File: config.mk
export PLATFORM = sky130hd
export DESIGN_NAME = egg_timer_ctrl
export DESIGN_NICKNAME = d
export VERILOG_FILES = /design/src/rtl/egg_timer_pkg.sv /design/src/rtl/bcd_mmss_counter.sv /design/src/rtl/egg_timer_ctrl.sv
export SDC_FILE = /design/constraint.sdc
export NUM_CORES = 1
export LEC_CHECK = 0
export BUFFER_PORTS_ARGS = -buffer_cell sky130_fd_sc_hd__buf_2
export CORE_MARGIN = 2
export CORE_UTILIZATION = 40
export DETAILED_ROUTE_END_ITERATION = 10
export PLACE_DENSITY_LB_ADDON = 0.08
export RECOVER_POWER = 50
export SLEW_MARGIN = 0
export SYNTH_ARGS = -nofsm -noshare
export SYNTH_HDL_FRONTEND = slang
export SYNTH_SLANG_ARGS = --single-unit
File: constraint.sdc
create_clock -name clk -period 2.4 [get_ports clk]
set_input_delay 0.48 -clock clk [delete_from_list [all_inputs] [get_ports clk]]
set_output_delay 0.48 -clock clk [all_outputs]
set_load 0.1 [all_outputs]
File: src/rtl/egg_timer_pkg.sv
// Shared types and constants for the egg timer: state encoding (also driven on state_o),
// BCD limits and small BCD digit helpers.
package egg_timer_pkg;

  typedef enum logic [2:0] {
    ST_IDLE   = 3'd0,
    ST_SET    = 3'd1,
    ST_PAUSED = 3'd2,
    ST_RUN    = 3'd3,
    ST_ALARM  = 3'd4
  } state_e;

  localparam int unsigned SECS_MAX     = 59;
  localparam int unsigned DEF_MAX_MINS = 99;

  function automatic logic [7:0] to_bcd(input int unsigned v);
    return {4'(v / 10), 4'(v % 10)};
  endfunction

  function automatic logic [7:0] bcd_inc(input logic [7:0] v);
    return (v[3:0] == 4'd9) ? {v[7:4] + 4'd1, 4'd0} : {v[7:4], v[3:0] + 4'd1};
  endfunction

  function automatic logic [7:0] bcd_dec(input logic [7:0] v);
    return (v[3:0] == 4'd0) ? {v[7:4] - 4'd1, 4'd9} : {v[7:4], v[3:0] - 4'd1};
  endfunction

endpackage

File: src/rtl/bcd_mmss_counter.sv
// BCD mm:ss time register: clear, independent minute/second increment with wrap, and
// one-second decrement with borrow from minutes.
module bcd_mmss_counter
  import egg_timer_pkg::*;
#(
  parameter int unsigned MAX_MINS = DEF_MAX_MINS
) (
  input  logic       clk,
  input  logic       rst,
  input  logic       clr_i,
  input  logic       inc_min_i,
  input  logic       inc_sec_i,
  input  logic       dec_i,
  output logic [7:0] mins_o,
  output logic [7:0] secs_o,
  output logic       zero_o,
  output logic       one_o
);

  localparam logic [7:0] MINS_TOP = to_bcd(MAX_MINS);
  localparam logic [7:0] SECS_TOP = to_bcd(SECS_MAX);

  logic [7:0] mins_q, mins_d, secs_q, secs_d;

  assign zero_o = (mins_q == 8'h00) && (secs_q == 8'h00);
  assign one_o  = (mins_q == 8'h00) && (secs_q == 8'h01);
  assign mins_o = mins_q;
  assign secs_o = secs_q;

  always_comb begin
    mins_d = mins_q;
    secs_d = secs_q;
    if (clr_i) begin
      mins_d = 8'h00;
      secs_d = 8'h00;
    end else if (dec_i && !zero_o) begin
      if (secs_q == 8'h00) begin
        secs_d = SECS_TOP;
        mins_d = bcd_dec(mins_q);
      end else begin
        secs_d = bcd_dec(secs_q);
      end
    end else begin
      // Setting increments wrap independently; seconds never carry into minutes.
      if (inc_min_i) mins_d = (mins_q >= MINS_TOP) ? 8'h00 : bcd_inc(mins_q);
      if (inc_sec_i) secs_d = (secs_q >= SECS_TOP) ? 8'h00 : bcd_inc(secs_q);
    end
  end

  always_ff @(posedge clk) begin
    if (!rst) begin
      mins_q <= 8'h00;
      secs_q <= 8'h00;
    end else begin
      mins_q <= mins_d;
      secs_q <= secs_d;
    end
  end

endmodule

File: src/rtl/egg_timer_ctrl.sv
// Egg timer control FSM (IDLE/SET/PAUSED/RUN/ALARM) around a BCD mm:ss counter.
// Define ALARM_TIMEOUT_EN to let ALARM fall back to IDLE after ALARM_TICKS seconds.
module egg_timer_ctrl
  import egg_timer_pkg::*;
#(
  parameter int unsigned MAX_MINS    = DEF_MAX_MINS,
  parameter int unsigned ALARM_TICKS = 10
) (
  input  logic       clk,
  input  logic       rst,
  input  logic       tick_1hz,
  input  logic       cook_time,
  input  logic       start,
  input  logic       mins_inc,
  input  logic       secs_inc,
  input  logic       enable,
  output logic [7:0] mins_bcd,
  output logic [7:0] secs_bcd,
  output logic       running,
  output logic       alarm,
  output logic [2:0] state_o
);

  if (MAX_MINS < 1 || MAX_MINS > 99 || ALARM_TICKS < 1) begin : g_param_chk
    $error("egg_timer_ctrl: MAX_MINS must be 1..99 and ALARM_TICKS >= 1");
  end

  state_e state_q, state_d;
  logic   running_q, alarm_q, cook_q;
  logic   inc_m, inc_s, dec, t_zero, t_one;

`ifdef ALARM_TIMEOUT_EN
  localparam int ACW = $clog2(ALARM_TICKS + 1);
  logic [ACW-1:0] alm_cnt_q, alm_cnt_d;
`endif

  bcd_mmss_counter #(.MAX_MINS(MAX_MINS)) u_cnt (
    .clk       (clk),
    .rst       (rst),
    .clr_i     (1'b0),
    .inc_min_i (inc_m),
    .inc_sec_i (inc_s),
    .dec_i     (dec),
    .mins_o    (mins_bcd),
    .secs_o    (secs_bcd),
    .zero_o    (t_zero),
    .one_o     (t_one)
  );

  always_comb begin
    state_d = state_q;
    inc_m   = 1'b0;
    inc_s   = 1'b0;
    dec     = 1'b0;
`ifdef ALARM_TIMEOUT_EN
    alm_cnt_d = alm_cnt_q;
`endif
    if (!enable) begin
      case (state_q)
        ST_RUN:                                   state_d = ST_PAUSED;
        ST_IDLE, ST_SET, ST_PAUSED, ST_ALARM:     state_d = state_q;
        default:                                  state_d = ST_IDLE;
      endcase
    end else begin
      case (state_q)
        ST_IDLE: begin
          if (cook_time)              state_d = ST_SET;
          else if (start && !t_zero)  state_d = ST_RUN;
        end
        ST_SET: begin
          if (!cook_time) begin
            state_d = t_zero ? ST_IDLE : ST_PAUSED;
          end else begin
            inc_m = mins_inc;
            inc_s = secs_inc;
          end
        end
        ST_PAUSED: begin
          if (cook_time)   state_d = ST_SET;
          else if (start)  state_d = ST_RUN;
        end
        ST_RUN: begin
          if (cook_time)      state_d = ST_SET;
          else if (start)     state_d = ST_PAUSED;
          else if (tick_1hz) begin
            dec = 1'b1;
            if (t_one) state_d = ST_ALARM;
          end
        end
        ST_ALARM: begin
          // Only a fresh cook_time press acknowledges; a level held from before does not.
          if ((cook_time && !cook_q) || start) state_d = ST_IDLE;
`ifdef ALARM_TIMEOUT_EN
          else if (tick_1hz) begin
            if (alm_cnt_q == ACW'(ALARM_TICKS - 1)) state_d = ST_IDLE;
            else                                    alm_cnt_d = alm_cnt_q + 1'b1;
          end
`endif
        end
        default: state_d = ST_IDLE;
      endcase
    end
`ifdef ALARM_TIMEOUT_EN
    if (state_d != ST_ALARM) alm_cnt_d = '0;
`endif
  end

  always_ff @(posedge clk) begin
    if (!rst) begin
      state_q   <= ST_IDLE;
      running_q <= 1'b0;
      alarm_q   <= 1'b0;
      cook_q    <= 1'b0;
`ifdef ALARM_TIMEOUT_EN
      alm_cnt_q <= '0;
`endif
    end else begin
      state_q   <= state_d;
      running_q <= (state_d == ST_RUN);
      alarm_q   <= (state_d == ST_ALARM);
      cook_q    <= cook_time;
`ifdef ALARM_TIMEOUT_EN
      alm_cnt_q <= alm_cnt_d;
`endif
    end
  end

  assign running = running_q;
  assign alarm   = alarm_q;
  assign state_o = state_q;

endmodule

==> flow_metrics.py, run 1 <==
metrics = {
    "global_routing": {
        "antenna_found_initial": 0,
        "grt.total_usage_pct": 20.1,
        "grt_max_degree": 15,
        "overflow": 0,
        "grt_pass1_wl_um": 8160,
        "grt_pass1_vias": 1755,
    },
    "floorplanning": {
        "die_w_um": 70.0,
        "coreArea_sq_mm": 0.00426,
        "io_pins": 29,
        "die_h_um": 70.0,
        "start_util_pct": 40.9,
        "fp-row-count": 24,
        "die_area_sq_mm": 0.00490,
    },
    "sta": {
        "fin_hold_ws_ns": 0.537,
        "slew_headroom_pct": 22.5,
        "setup_slack_ns": 0.191,
        "setup_violations": 0,
        "drv_slew": 0,
        "worst_slew_pin_slew_ns": 1.17,
        "setup-tns-final_ns": 0,
        "fmax_mhz": 453,
        "rsz0062_at_grt": "false",
        "skew_ns": 0.00225,
        "fin_crit_ns": 2.21,
        "timing.final.crit_share_pct": 92.0,
        "final-hold-violation-count": 0,
    },
    "worst_setup_path": {
        "reg2regPathDepth": 9,
        "startpoint": "u_cnt.mins_o[5]",
        "crit_required_ns": 2.60,
        "criticalPathCategory": "reg2reg",
        "cp-end-kind": "register",
        "timing.rr.start": "u_cnt.mins_o[5]",
        "path_max_fanout": 11,
        "start_kind": "register",
        "arrival_ns": 2.41,
    },
    "detailed_routing": {
        "ant_nets": 0,
        "first_pass_iters": 4,
        "dr.first_iter.drc_count": 100,
        "viasPerCell": 5.86,
        "postRouteWirelength_um": 4650,
        "vias": 1851,
        "drc_errors": 0,
        "post_drt_wl_per_cell_um": 14.7,
    },
    "power_and_ir_drop": {
        "p_comb_share_pct": 10.9,
        "peakVddDrop_v": 0.000167,
        "p_sw_mw": 0.192,
        "pwr-share-clk_pct": 38.1,
        "p_seq_share_pct": 51.0,
        "static-leakage-power_nw": 0.777,
        "switching_share_pct": 26.3,
        "power_density_mw_per_mm2": 355,
        "p_int_mw": 0.538,
    },
    "yosys": {
        "synth_edf_count": 0,
        "netlist_instances": 230,
        "ys_seq_elements": 22,
        "synth_commonest_cells": "nor2_1 (23), dfxtp_1 (22), nand2_1 (15)",
        "yosysTopAreaCell": "dfxtp_1",
        "ys_seq_area_share_pct": 25.3,
        "yosysWarnings": 0,
        "ys.flop_type": "dfxtp_1",
        "syn-num-nets": 246,
        "syn_area_sq_mm": 0.00174,
        "synth_cell_types": 59,
        "synth_top_area_share_pct": 25.3,
        "synthArstFlopShare_pct": 0,
        "avgSynthCellArea_sq_um": 7.58,
        "yosysMostFrequentCell": "nor2_1",
        "synthTopCellsByArea": "dfxtp_1 (25%), ha_1 (5.7%), nor2_1 (4.9%), a21oi_1 (4.0%), o21ai_0 (4.0%)",
    },
    "clock_network": {
        "clk_pin_slew_ns": 0.09,
        "cts-htree-levels": 1,
        "hold_buffers": 0,
        "cts_buffers": 3,
        "ctsLongestPathBuffers": 2,
        "clk_root_buffer_cell": "clkbuf_8",
        "clk_latency_ns": 0.26,
        "cts.sinks": 22,
        "cts_tree": "yes",
        "post_cts_buffers": 0,
        "post_cts_resized": 0,
    },
    "min_path": {
        "hold_depth": 2,
        "hold_path.class": "reg2reg",
        "min_from": "u_cnt.secs_o[4]",
    },
    "layout": {
        "ff_latch_area_sq_um": 453,
        "diodes": 0,
        "nets": 281,
        "area_delta_synth_final_pct": 18.1,
        "multi_input_area_sq_mm": 0.00123,
        "drive_gt1_share_pct": 20.5,
        "fillCellCount": 444,
    },
    "status": {
        "status": "finished clean",
    },
    "placement": {
        "port_buffers": 28,
        "pre_cts_slack_ns": 0.202,
        "hpwlAfterDp_um": 3450,
        "place_congestion": 0.843,
    },
    "run": {
        "drv_cap": 0,
    },
}
-- worst paths after layout --
kind	slack, ns	end
min reg2reg	0.54	u_cnt.secs_o[4]
max reg2reg	0.19	u_cnt.mins_o[3]
min	0.54	u_cnt.secs_o[4]
max	0.19	u_cnt.mins_o[3]
-- layout by cell type (no fill, tap or decap), types with 8 or more instances in the layout --
cell type and n:
o21ai_0 14, clkbuf_1 11, clkbuf_2 9, buf_2 9, dfxtp_2 10, nor3_1 12
a21oi_1 14, nand3_1 10, nand2_1 15, nor2_1 23, dfxtp_1 12, ha_1 8
buf_4 13
-- layer usage --
layer,wire length (um),track usage (%),up-vias,part of all wire (%)
met1,2270,28.2,864,49
met2,2150,32.9,42,46
li1,-,-,939,-
met5,0,0,-,0
met4,52,4.70,0,1.1
met3,170,2.45,6,3.7
-- worst max-delay path: stages (launching register included) --
cell     delay (ns)
dfxtp_2        0.37
inv_1          0.10
ha_1           0.14
nor3b_1        0.37
and4_1         0.27
nor2_1         0.07
buf_4          0.19
a211o_1        0.29
a31o_1         0.21
a21oi_1        0.13
-- metrics by stage --
stage	instance area, sq um	util, %	power (mW)	std cells
finish	2060	48.3	0.730	316
global route	2060	48.3	0.763	316
CTS	2070	48.5	0.743	316
detailed placement	2010	47.2	0.462	312
global placement	2010	47.2	0.462	312
floorplan	1760	-	0.435	230
-- power by group through the flow --
stage | clock network [mW] | logic (mW) | registers (mW)
after floorplan | 0 | 0.0363 | 0.399
after global routing | 0.302 | 0.0872 | 0.374
after global placement | 0 | 0.0810 | 0.381
final | 0.278 | 0.0794 | 0.373
after CTS | 0.290 | 0.0808 | 0.373
after detailed placement | 0 | 0.0807 | 0.381
-- logic make-up after synthesis --
family / share of synthesized area [%]
flops: 25.3
xor+xnor: 1.00
simple gates: 35.3
fa+ha+maj: 5.74
compound gates: 27.6
mux: 0.574
buf+inv: 4.52
-- area by class of cell --
class | instances | area share, %
Sequential cell | 22 | 22.0
Multi-Input combinational cell | 189 | 59.8
Inverter | 7 | 1.28
Timing Repair Buffer | 42 | 11.1
Clock buffer | 4 | 2.67
Tap cell | 52 | 3.16
-- registers in the layout, indices dropped and copies added, names as in the netlist --
signal / flops
u_cnt.mins_o: 8
u_cnt.secs_o: 8
state_o: 3
alarm: 1
cook_q: 1
running: 1
Power figures use the tool's default switching activity.
==> run 2, diff against run 1 <==
--- a/config.mk
+++ b/config.mk
@@ -5,10 +5,12 @@
 export SDC_FILE = /design/constraint.sdc
 export NUM_CORES = 1
 export LEC_CHECK = 0
-export BUFFER_PORTS_ARGS = -buffer_cell sky130_fd_sc_hd__buf_2
+export ABC_AREA = 1
 export CORE_MARGIN = 2
 export CORE_UTILIZATION = 40
+export CTS_CLUSTER_DIAMETER = 150
 export DETAILED_ROUTE_END_ITERATION = 10
+export DONT_BUFFER_PORTS = 1
 export PLACE_DENSITY_LB_ADDON = 0.08
 export RECOVER_POWER = 50
 export SLEW_MARGIN = 0
==> run 2 against run 1 <==
Net effect:
- synthesized cell count increased by 17%
- flip-flop and latch count unchanged
- wire length decreased by 7.4%
- clock-buffer cell count decreased by 1
- sequential power about the same
- worst setup slack improved by 0.12 ns
- area after synthesis increased by 1.3%
- die area increased by 1.2%
- critical path type unchanged
- critical endpoint is now u_cnt.mins_o[6]
- largest cell class unchanged
==> flow_metrics.py, run 2 <==
metrics = {
    "yosys": {
        "yosysMostFrequentCell": "nand2_1",
        "syn_area_sq_mm": 0.00177,
        "syn-num-nets": 284,
        "ys_seq_elements": 22,
        "yosysWarnings": 0,
        "synth_edf_count": 0,
        "synth_commonest_cells": "nand2_1 (61), inv_1 (35), nor2_1 (28)",
        "synth_cell_types": 39,
        "synthTopCellsByArea": "dfxtp_1 (25%), nand2_1 (13%), inv_1 (7.4%), a21oi_1 (6.2%), nor2_1 (5.9%)",
        "avgSynthCellArea_sq_um": 6.59,
        "synth_top_area_share_pct": 24.9,
        "synthArstFlopShare_pct": 0,
        "ys_seq_area_share_pct": 24.9,
        "netlist_instances": 268,
        "ys.flop_type": "dfxtp_1",
        "yosysTopAreaCell": "dfxtp_1",
    },
    "power_and_ir_drop": {
        "finalPower_mw": 0.821,
        "peakVddDrop_v": 0.000238,
        "power_density_mw_per_mm2": 419,
        "static-leakage-power_nw": 0.946,
    },
    "sta": {
        "setup-tns-final_ns": 0,
        "rsz0062_at_grt": "false",
        "worst_slew_pin_slew_ns": 1.17,
        "fin_crit_ns": 2.09,
        "final-hold-violation-count": 0,
        "skew_ns": 0.00199,
        "timing.final.crit_share_pct": 86.9,
        "fmax_mhz": 479,
        "drv_slew": 0,
        "slew_headroom_pct": 22.6,
        "setup_violations": 0,
    },
    "detailed_routing": {
        "dr.first_iter.drc_count": 91,
        "post_drt_wl_per_cell_um": 12.7,
        "ant_nets": 0,
        "drc_errors": 0,
        "viasPerCell": 5.15,
        "postRouteWirelength_um": 4300,
        "first_pass_iters": 4,
        "vias": 1746,
    },
    "placement": {
        "port_buffers": 0,
        "hpwlAfterDp_um": 3330,
        "place_congestion": 0.869,
        "dpl.cell_count": 335,
    },
    "floorplanning": {
        "die_area_sq_mm": 0.00496,
        "coreArea_sq_mm": 0.00429,
        "fp-row-count": 24,
        "io_pins": 29,
        "die_h_um": 70.5,
        "start_util_pct": 41.1,
        "die_w_um": 70.5,
    },
    "clock_network": {
        "cts-htree-levels": 1,
        "cts.sinks": 22,
        "hold_buffers": 0,
        "clk_latency_ns": 0.26,
        "cts_buffers": 3,
        "clk_root_buffer_cell": "clkbuf_8",
        "post_cts_resized": 0,
        "post_cts_buffers": 0,
        "clk_pin_slew_ns": 0.08,
        "cts_tree": "yes",
        "ctsLongestPathBuffers": 2,
    },
    "worst_setup_path": {
        "path_max_fanout": 7,
        "crit_buf_inv": 1,
        "criticalPathCategory": "reg2reg",
        "crit_required_ns": 2.57,
        "start_kind": "register",
        "cp-end-kind": "register",
        "cpPeakStageDelay_ns": 0.49,
        "crit_family": "buffers and inverters",
        "arrival_ns": 2.26,
        "r2r_slack_ns": 0.31,
        "worstPathCellList": "clkbuf_2 > ha_1 > nand2_1 > a21oi_2 > o21bai_1 > nand2_1 > nand2_2 > nor2_1 > nor2_1",
        "critPathSlowestCell": "clkbuf_2",
    },
    "global_routing": {
        "grt_max_degree": 24,
        "overflow": 0,
        "grt_pass1_wl_um": 7520,
        "grt.total_usage_pct": 18.6,
        "antenna_found_initial": 0,
        "grt_pass1_vias": 1659,
    },
    "layout": {
        "drive_gt1_share_pct": 16.0,
        "layout_commonest_cell": "nand2_1",
        "fin_util_pct": 45.7,
        "diodes": 0,
        "nets": 304,
        "most-common-layout-cells": "nand2_1 (61), inv_1 (35), nor2_1 (28)",
        "finalNonFillerCells": 339,
        "area_delta_synth_final_pct": 11.0,
    },
    "status": {
        "status": "finished clean",
    },
    "min_path": {
        "hold_path.class": "in2reg",
    },
    "run": {
        "drv_cap": 0,
    },
}
## run 2: changes by cell type after synthesis, moves of 6 or more
cell      previous run  this run
nor3_1              12         4
o31ai_1              6         0
clkbuf_1             8         1
nand3_1             10        17
nand2_1             15        61
nor2b_1              6         0
a21oi_1             14        22
inv_1                7        35
## run 2: cell type report
| cell class | count | area (sq um) |
|---|---|---|
| well taps | 52 | 65.1 |
| clock inverters | 1 | 30.0 |
| repair buffers | 21 | 109 |
| clock buffers | 3 | 41.3 |
| fillers | 478 | 2330 |
| inverters | 39 | 146 |
| multi-input cells | 201 | 1120 |
| flip-flops and latches | 22 | 444 |
## run 2: cell families after synthesis
logic type	Yosys count	share of synthesized area (%)
AOI/OAI and AO/OA	53	17.9
xor gates and xnor gates	8	3.97
adders and majority gates	8	5.67
buffers and inverters	45	11.4
DFF	22	24.9
and+or+nand+nor	132	36.1
## run 2: where the power goes
| part | switching (mW) | leakage, nW | internal (mW) |
|---|---|---|---|
| clock | 0.129 | 0.0357 | 0.223 |
| combinational | 0.0735 | 0.731 | 0.0216 |
| sequential | 0.00437 | 0.179 | 0.370 |
## run 2: path summary, 6_finish.rpt
path	end	cells past startpoint	from
worst max-delay path	u_cnt.mins_o[6]	9	u_cnt.mins_o[4]
worst min-delay path	cook_q	2	cook_time
worst max register to register	u_cnt.mins_o[6]	9	u_cnt.mins_o[4]
worst min register to register	u_cnt.mins_o[3]	2	u_cnt.mins_o[3]
## run 2: worst register-to-register path, cell delays in order, from the launching register on
cell      delay [ns]
dfxtp_2         0.33
clkbuf_2        0.49
ha_1            0.26
nand2_1         0.06
a21oi_2         0.34
o21bai_1        0.10
nand2_1         0.12
nand2_2         0.11
nor2_1          0.12
nor2_1          0.05
## run 2: per-layer routing
layer | GRT usage (%) | wire (um) | vias up
li1 | - | - | 907
met1 | 25.6 | 2080 | 794
met2 | 29.8 | 1970 | 37
met3 | 2.89 | 185 | 8
met4 | 5.77 | 61 | 0
met5 | 0 | 0 | -
## run 2: stage by stage
step	hold slack [ns]	area [sq um]	setup slack, ns
after global routing	0.317	1960	0.145
after detailed placement	0.496	1940	0.513
final	0.308	1960	0.314
after global placement	0.503	1940	0.489
after floorplan	0.573	1770	0.0141
after CTS	0.306	2010	0.495
